$ cat src/rtl/piso_tx_if.sv
// piso_tx_if: word handshake and serial-side signals of the piso_tx transmitter.
// Signals: din/din_valid (producer -> transmitter), din_ready (transmitter -> producer),
//          so/busy/done (transmitter serial line and frame status).
// Modports: master = word producer, slave = transmitter.
interface piso_tx_if #(
    parameter int WIDTH = 8
);
    logic [WIDTH-1:0] din;
    logic             din_valid;
    logic             din_ready;
    logic             so;
    logic             busy;
    logic             done;

    modport master (output din, output din_valid, input din_ready, input so, input busy, input done);
    modport slave  (input din, input din_valid, output din_ready, output so, output busy, output done);
endinterface

$ cat src/rtl/piso_tx.sv
// piso_tx: framed parallel-in/serial-out transmitter (start bit, data MSB-first, optional even parity, stop bit).
// Optional feature: define PISO_TX_PARITY_EN to insert an even-parity bit between the last data bit and stop.
// Ports: clk   - rising-edge clock
//        reset - asynchronous active-low reset
//        bus   - piso_tx_if.slave: din/din_valid in, din_ready (state decode), so/busy/done (registered) out
module piso_tx #(
    parameter int WIDTH = 8
) (
    input  logic     clk,
    input  logic     reset,
    piso_tx_if.slave bus
);
    localparam int CW = $clog2(WIDTH);

`ifdef PISO_TX_PARITY_EN
    typedef enum logic [2:0] {IDLE, START, DATA, PARITY, STOP} state_t;
`else
    typedef enum logic [2:0] {IDLE, START, DATA, STOP} state_t;
`endif

    state_t           state_q, state_d;
    logic [WIDTH-1:0] shreg_q, shreg_d;
    logic [CW-1:0]    cnt_q, cnt_d;
    logic             so_q, so_d, busy_q, busy_d, done_q, done_d;
    logic             accept;
`ifdef PISO_TX_PARITY_EN
    logic             par_q, par_d;
`endif

    assign bus.din_ready = (state_q == IDLE) || (state_q == STOP);
    assign accept        = bus.din_valid && bus.din_ready;
    assign bus.so        = so_q;
    assign bus.busy      = busy_q;
    assign bus.done      = done_q;

    always_comb begin
        state_d = state_q;
        shreg_d = shreg_q;
        cnt_d   = cnt_q;
`ifdef PISO_TX_PARITY_EN
        par_d   = par_q;
`endif
        case (state_q)
            IDLE, STOP: begin
                // STOP also accepts, giving back-to-back frames with no idle gap
                if (accept) begin
                    state_d = START;
                    shreg_d = bus.din;
`ifdef PISO_TX_PARITY_EN
                    par_d   = 1'b0;
`endif
                end else begin
                    state_d = IDLE;
                end
            end
            START: begin
                state_d = DATA;
                cnt_d   = CW'(WIDTH - 1);
            end
            DATA: begin
                // shreg_q[WIDTH-1] is the bit on so this cycle; fold it into parity as it leaves
                shreg_d = shreg_q << 1;
                cnt_d   = cnt_q - 1'b1;
`ifdef PISO_TX_PARITY_EN
                par_d   = par_q ^ shreg_q[WIDTH-1];
                if (cnt_q == '0) state_d = PARITY;
`else
                if (cnt_q == '0) state_d = STOP;
`endif
            end
`ifdef PISO_TX_PARITY_EN
            PARITY: state_d = STOP;
`endif
            default: state_d = IDLE;
        endcase
        // outputs are registered, so they are decoded from the state being entered
`ifdef PISO_TX_PARITY_EN
        so_d = (state_d == START)  ? 1'b0 :
               (state_d == DATA)   ? shreg_d[WIDTH-1] :
               (state_d == PARITY) ? par_d : 1'b1;
`else
        so_d = (state_d == START) ? 1'b0 :
               (state_d == DATA)  ? shreg_d[WIDTH-1] : 1'b1;
`endif
        busy_d = state_d != IDLE;
        done_d = state_d == STOP;
    end

    always_ff @(posedge clk or negedge reset) begin
        if (!reset) begin
            state_q <= IDLE;
            shreg_q <= '0;
            cnt_q   <= '0;
            so_q    <= 1'b1;
            busy_q  <= 1'b0;
            done_q  <= 1'b0;
`ifdef PISO_TX_PARITY_EN
            par_q   <= 1'b0;
`endif
        end else begin
            state_q <= state_d;
            shreg_q <= shreg_d;
            cnt_q   <= cnt_d;
            so_q    <= so_d;
            busy_q  <= busy_d;
            done_q  <= done_d;
`ifdef PISO_TX_PARITY_EN
            par_q   <= par_d;
`endif
        end
    end
endmodule

$ cat src/flat_wrapper.sv
// flat-port wrapper written by rule: the top's interface ports become plain ports
module piso_tx_flat 
#(
    parameter int WIDTH = 8
)
  (clk, reset, bus_din, bus_din_valid, bus_din_ready, bus_so, bus_busy, bus_done);
  piso_tx_if #(.WIDTH(WIDTH)) bus_i ();
  input  logic clk;
  input  logic reset;
  input wire logic [$bits(bus_i.din)-1:0] bus_din;
  input wire logic [$bits(bus_i.din_valid)-1:0] bus_din_valid;
  output wire logic [$bits(bus_i.din_ready)-1:0] bus_din_ready;
  output wire logic [$bits(bus_i.so)-1:0] bus_so;
  output wire logic [$bits(bus_i.busy)-1:0] bus_busy;
  output wire logic [$bits(bus_i.done)-1:0] bus_done;
  assign bus_i.din = bus_din;
  assign bus_i.din_valid = bus_din_valid;
  assign bus_din_ready = bus_i.din_ready;
  assign bus_so = bus_i.so;
  assign bus_busy = bus_i.busy;
  assign bus_done = bus_i.done;
  piso_tx #(.WIDTH(WIDTH)) u_core (.clk(clk), .reset(reset), .bus(bus_i));
endmodule
$ cat config.mk
export PLATFORM = sky130hd
export DESIGN_NAME = piso_tx_flat
export DESIGN_NICKNAME = d
export VERILOG_FILES = /design/src/rtl/piso_tx_if.sv /design/src/rtl/piso_tx.sv /design/src/flat_wrapper.sv
export SDC_FILE = /design/constraint.sdc
export NUM_CORES = 1
export LEC_CHECK = 0
export ABC_AREA = 1
export CORE_MARGIN = 2
export CORE_UTILIZATION = 55
export DETAILED_ROUTE_END_ITERATION = 12
export DONT_BUFFER_PORTS = 1
export PLACE_DENSITY = 0.67
export SKIP_CTS_REPAIR_TIMING = 1
export SYNTH_ARGS = -nofsm -noshare
export SYNTH_HDL_FRONTEND = slang
export SYNTH_SLANG_ARGS = --single-unit
$ cat constraint.sdc
create_clock -name clk -period 4.3 [get_ports clk]
set_clock_uncertainty 0.2 [all_clocks]
set_input_delay 0.86 -clock clk [delete_from_list [all_inputs] [get_ports clk]]
set_output_delay 0.86 -clock clk [all_outputs]
set_load 0.02 [all_outputs]
Yosys cells after proc, flatten, opt, wreduce, memory -nomap -nowiden
Cells that the tools add are included.

Register bits: 17. Input bits: 11.

Add/subtract/negate cells: 1. Eq/ne operators: 7. Mux-type cells: 8. Reduce and logical (&&, ||, !) cells: 9.

Operator list (count): $pmux W8 S2 (1); $eq A3 B2 Y1 const B (4); $pmux W3 S3 (1); $mux W8 (1); $eq A3 B1 Y1 const B (2); $logic_not A3 Y1 (2); $pmux W3 S2 (1); $reduce_bool A2 Y1 (2); $mux W1 (3); $mux W3 (1); $reduce_bool A3 Y1 (1); $sub A3 B1 Y3 const B (1); $ne A2 B1 Y1 const B (1); $reduce_and A2 Y1 (1); $reduce_or A2 Y1 (1); $logic_and A1 B1 Y1 (1); $logic_or A1 B1 Y1 (1).

Depth between registers and ports, before layout
Gate-level depths: netlist of run 1.

Depth in word-level cells: 8. Mapped depth: 8. Gate-level depth less buffers: 8.

Worst setup path after synthesis of run 1
No wires, ideal clock.

Kind: flip-flop to output port. From: register u_core.state_q[0]. To: output bus_din_ready. Arrival time: 0.757 ns. Data required time: 3.240 ns. Setup slack: 2.483 ns. Cell stages (with the launch flop): 5. Path buffers: 1. Cells stage by stage: dfrtp_1 -> nor2_1 -> nand2_1 -> nand2_2 -> buf_6.

Word-level cells in the longest chain between the ends: 2.

RTL lines: from (decl) (RTL line piso_tx.sv:21) `state_t state_q, state_d;`; from (signal assigned) (RTL line piso_tx.sv:101) `state_q <= state_d;`; $eq A3 B2 Y1 / $logic_not A3 Y1 (equally long branches) (RTL line piso_tx.sv:30) `assign bus.din_ready = (state_q == IDLE) || (state_q == STOP);`; $logic_or A1 B1 Y1 (*) (RTL line piso_tx.sv:30); to (decl) (RTL line flat_wrapper.sv:12) `output wire logic [$bits(bus_i.din_ready)-1:0] bus_din_ready;`.

Every way passes the cells marked *; elsewhere a longest branch is shown, timed or not.

Final worst setup path of run 1
From: register u_core.state_q[1]. To: output bus_din_ready.

The elaborated chain is that of the path after synthesis.

==> results of run 1 <==
==> final timing paths <==
check                                                     end  slack (ns)  cells past startpoint
worst max-delay path                            bus_din_ready        2.09                      3
worst min-delay path              u_core.shreg_q[7]$_DFF_PN0_        0.05                      0
worst max register to register  u_core.shreg_q[3]$_DFFE_PN0P_        2.68                      6
worst min register to register  u_core.shreg_q[1]$_DFFE_PN0P_        0.30                      2
max in group asynchronous             u_core.bus.so$_DFF_PN1_        3.67                      0
min in group clk                u_core.shreg_q[1]$_DFFE_PN0P_        0.30                      2
==> cell usage after synthesis <==
library cell / count
conb_1: 1
dfrtp_1: 16
inv_1: 9
nand2_1: 17
ha_1: 2
dfstp_2: 1
nor2_1: 3
buf_2: 1
nand3_2: 1
nand2_2: 1
nand4_1: 1
a21oi_1: 1
a21oi_4: 1
nand3_1: 24
inv_2: 3
nand2_4: 1
buf_6: 2
a22oi_2: 2
o21ai_0: 1
==> sequential cells by signal, indices dropped and copies added, names as in the netlist <==
| name | count |
|---|---|
| u_core.cnt_q | 3 |
| u_core.bus.done | 1 |
| u_core.shreg_q | 8 |
| u_core.bus.busy | 1 |
| u_core.state_q | 3 |
| u_core.bus.so | 1 |
==> cell type report <==
cell class                      count  area (um^2)
Fill cell                         121        508.0
Sequential cell                    17        426.7
Multi-Input combinational cell     56        309.0
Inverter                           12        45.04
Clock buffer                        4        26.28
Tap cell                           15        18.77
==> layer usage <==
layer  vias up  global-route usage  share of wire
li1        289                   -              -
met5         -                   0              0
met3         5             0.02586          0.060
met2        18              0.2738           0.49
met4         0              0.1125          0.030
met1       293              0.2366           0.42
==> critical path, cell delays in order (launching register included) <==
cell and delay, ns:
dfrtp_1 0.44, nor2_1 0.10, nand2_1 0.06, nand2_2 0.26
==> stage by stage <==
step           setup WS (ns)  total power (W)  area, um^2  cells
2_1_floorplan          2.483        0.0002949       808.3     88
3_3_place_gp           2.421        0.0003021       799.5    100
3_5_place_dp           2.396        0.0003077       799.5    100
4_1_cts                2.069        0.0003917       825.8    104
5_1_grt                1.990        0.0004133       825.8    104
6_report               2.091        0.0003858       825.8    104
==> cells by family after synthesis <==
kind of cell | Yosys count | share of synthesized area
flops | 17 | 0.5279
other cells | 1 | 0.004640
buf+inv | 15 | 0.08977
fa+ha+maj | 2 | 0.03095
simple gates | 48 | 0.2833
compound gates | 5 | 0.06346
==> where the power goes <==
| group | switching (W) | internal, W |
|---|---|---|
| logic | 0.0000486 | 0.0000328 |
| clock network | 0.0000478 | 0.0000361 |
| registers | 0.0000215 | 0.000199 |
| total | 0.000118 | 0.000268 |
==> results.cfg, run 1 <==
[run_status]
status = finished clean

[clock_network]
cts-htree-levels = 1
cts_tree = built
cts_root_buf = clkbuf_4
numCtsBuffers = 3
cts.clk_slew.worst_paths_ns = 0.10
clockBufferDepth = 2
clock_latency_ns = 0.29
cts_sinks = 17

[job]
drv_cap = 0

[die]
die_area_mm2 = 0.001792
die_x_um = 42.34
die_h_um = 42.34
rows = 13
core_area_mm2 = 0.001334
pin_count = 15
start_util = 0.6060

[global_routing]
gr-total-overflow = 0
grt_pass1_wl_um = 2366
grt_max_degree = 18
antenna_found_initial = 0
grt_pass1_vias = 537
grt_usage = 0.1788

[routing]
vias = 605
ant_nets = 0
drt_iter0_drc = 9
wl_per_cell_um = 12.79
drtPass1Iterations = 4
route.detailed.drc = 0
via_per_inst = 5.817
routed_wl_um = 1330

[timing]
setup_tns_ns = 0
setup_viol = 0
post-route-min-period_ns = 2.209
rsz0062_at_grt = no
fmax_mhz = 452.7
finalCritPeriodShare = 0.5137
final-hold-violation-count = 0
slew_viol_final = 0
fin_hold_ws_ns = 0.05185

[layout]
fin_util = 0.6191
diodes = 0
area_growth_pct = 2.167
layout_commonest_cell = nand3_1
final_cell_mix = 24 x nand3_1, 17 x nand2_1, 16 x dfrtp_1, 9 x inv_1
drive_above_1_share = 0.1461
fin_nets = 103

[power]
total_leakage_power_nw = 0.4173
power.density_mw_per_mm2 = 467.2
irDropWorstVdd_uv = 273.2

[setup_path]
crit_type = register to output pin
cp_max_fo = 11
worstPathRequired_ns = 3.24
cp.arrival_ns = 1.15
rr_startpoint = u_core.state_q[1]$_DFF_PN0_
critPathLaunchType = register
worst_setup_path_end_kind = output pin
crit_path_start = u_core.state_q[1]$_DFF_PN0_

[synthesis]
synth.top_cell.area_share = 0.4954
synth_seq_cells = 17
avgSynthCellArea_um2 = 9.185
synth_area_um2 = 808.3
synth_nets = 101
synthTopCellsByArea = dfrtp_1 50%, nand3_1 15%, nand2_1 7.9%, inv_1 4.2%, dfstp_2 3.3%
yosysWarnings = 0
synth_cell_type_count = 19
syn-instance-count = 88
ys_seq_area_frac = 0.5279
yosys.area.top_type = dfrtp_1

[placed_design]
port_buffers = 0
dp_hpwl_um = 984.6
place_congestion = 0.7038

[min_path]
hold_path.class = input pin to async pin
No activity file was read; power rests on OpenSTA's default activity.
==> run 2, diff against run 1 <==
==> constraint.sdc (replaced) <==
create_clock -name clk -period 2.3 [get_ports clk]
set_clock_uncertainty 0.2 [all_clocks]
set_input_delay 0.46 -clock clk [delete_from_list [all_inputs] [get_ports clk]]
set_output_delay 0.46 -clock clk [all_outputs]
set_load 0.02 [all_outputs]
==> run 2 against run 1 <==
Sequential cell count did not move; hold slack improved by 0.049 ns; clock power rose by 80%; first-iteration DRC count did not move; die area did not move; critical endpoint unchanged; critical path depth did not move; final cell count rose by 0.96%; setup slack got worse by 1.6 ns; clock-buffer cell count did not move; critical path type unchanged; largest power group unchanged; sequential share of layout area fell by 0.62 points.
==> results.cfg, run 2 (synthesized netlist as in run 1, its figures left out) <==
[setup_path]
critPathLaunchType = register
worst_setup_path_end_kind = output pin
crit_family = simple AND/OR/NAND/NOR gates
worstPathRequired_ns = 1.64
cp.arrival_ns = 1.14
crit_chain = nor2_1 -> nand2_1 -> nand2_2
worst_path_max_delay_cell = dfrtp_1
cp_max_fo = 11
path_buf_inv = 0
slowest_delay_ns = 0.43
crit_type = register to output pin

[job]
drv_cap = 0

[die]
rows = 13
die_x_um = 42.34
start_util = 0.6060
pin_count = 15
core_area_mm2 = 0.001334
die_h_um = 42.34
die_area_mm2 = 0.001792

[routing]
drt_iter0_drc = 9
drtPass1Iterations = 4
vias = 581
ant_nets = 0
wl_per_cell_um = 12.47
routed_wl_um = 1309
via_per_inst = 5.533
route.detailed.drc = 0

[min_path]
hold_path.class = input pin to register

[placed_design]
place_congestion = 0.7216
dp_hpwl_um = 951.9
dp_slack_ns = 0.6923
port_buffers = 0

[global_routing]
grt_pass1_wl_um = 2311
antenna_found_initial = 0
grt_max_degree = 18
grt_pass1_vias = 535
gr-total-overflow = 0
grt_usage = 0.1709

[layout]
diodes = 0
fin_nets = 104
regMostFlops = u_core.shreg_q
largest_registers = u_core.shreg_q (8), u_core.cnt_q (3), u_core.state_q (3)
area_growth_pct = 3.406
drive_above_1_share = 0.1444
layout_commonest_cell = nand3_1
final_cell_mix = 24 x nand3_1, 17 x nand2_1, 16 x dfrtp_1, 9 x inv_1
nFillCells = 126
largest_register_ffs = 8

[timing]
slew_viol_final = 0
setup_viol = 0
final-hold-violation-count = 0
finalCritPeriodShare = 0.7831
max_slew_margin = 0.5037
post-route-min-period_ns = 1.801
rsz0062_at_grt = no
setup_tns_ns = 0
worst_slack_ns = 0.4989
fmax_mhz = 555.2
worst_slew_pin_slew_ns = 0.7420

[clock_network]
cts-htree-levels = 1
cts.clk_slew.worst_paths_ns = 0.09
clock_latency_ns = 0.28
numCtsBuffers = 3
clockBufferDepth = 2
cts_root_buf = clkbuf_4
cts_tree = built
cts_sinks = 17

[run_status]
status = finished clean

[power]
power.density_mw_per_mm2 = 862.3
total_leakage_power_nw = 0.4215
power_w = 0.0007207
irDropWorstVdd_uv = 510.3
-- run 2: changes by cell type in the layout (fill, tap and decap cells not counted), sizes merged --
cell	delta
dlygate4sd3	+1
-- run 2: final cells by class --
cell class	instances	area (um^2)	share of cell area
Inverter	12	45.04	0.05389
Multi-Input combinational cell	56	309.0	0.3698
Clock buffer	4	26.28	0.03144
Timing Repair Buffer	1	10.01	0.01198
Sequential cell	17	426.7	0.5105
Tap cell	15	18.77	0.02246
-- run 2: path summary, 6_finish.rpt --
kind	start	depth (start not counted)	slack, ns	endpoint
hold reg to reg	u_core.shreg_q[0]$_DFFE_PN0P_	2	0.30	u_core.shreg_q[1]$_DFFE_PN0P_
min in group asynchronous	reset	1	0.48	u_core.shreg_q[7]$_DFF_PN0_
setup / recovery	u_core.state_q[0]$_DFF_PN0_	3	0.50	bus_din_ready
setup reg to reg	u_core.state_q[0]$_DFF_PN0_	6	0.68	u_core.shreg_q[1]$_DFFE_PN0P_
hold / removal	bus_din_valid	2	0.10	u_core.state_q[0]$_DFF_PN0_
max in group asynchronous	reset	1	0.95	u_core.bus.done$_DFF_PN0_
-- run 2: power by group --
group	switching, W	leakage (nW)	internal (W)
combinational	0.0000937	0.202	0.0000616
clock	0.0000838	0.0150	0.0000671
sequential	0.0000423	0.204	0.000372
total	0.000220	0.421	0.000501
-- run 2: metal layers --
layer / up-vias / share of wire / GRT usage
met1: 277 / 0.44 / 0.2201
met5: - / 0 / 0
met4: 0 / 0.013 / 0.07500
met2: 15 / 0.50 / 0.2831
li1: 287 / - / -
met3: 2 / 0.054 / 0.02586
-- run 2: per-stage QoR --
stage          cells  area (um^2)  hold slack, ns    util
6_report         105        835.8          0.1007  0.6266
5_1_grt          105        835.8         0.08821  0.6266
4_1_cts          104        825.8         -0.3398  0.6191
3_5_place_dp     100        799.5        -0.03522  0.5994
3_3_place_gp     100        799.5        -0.03525  0.5994
2_1_floorplan     88        808.3        -0.03559       -
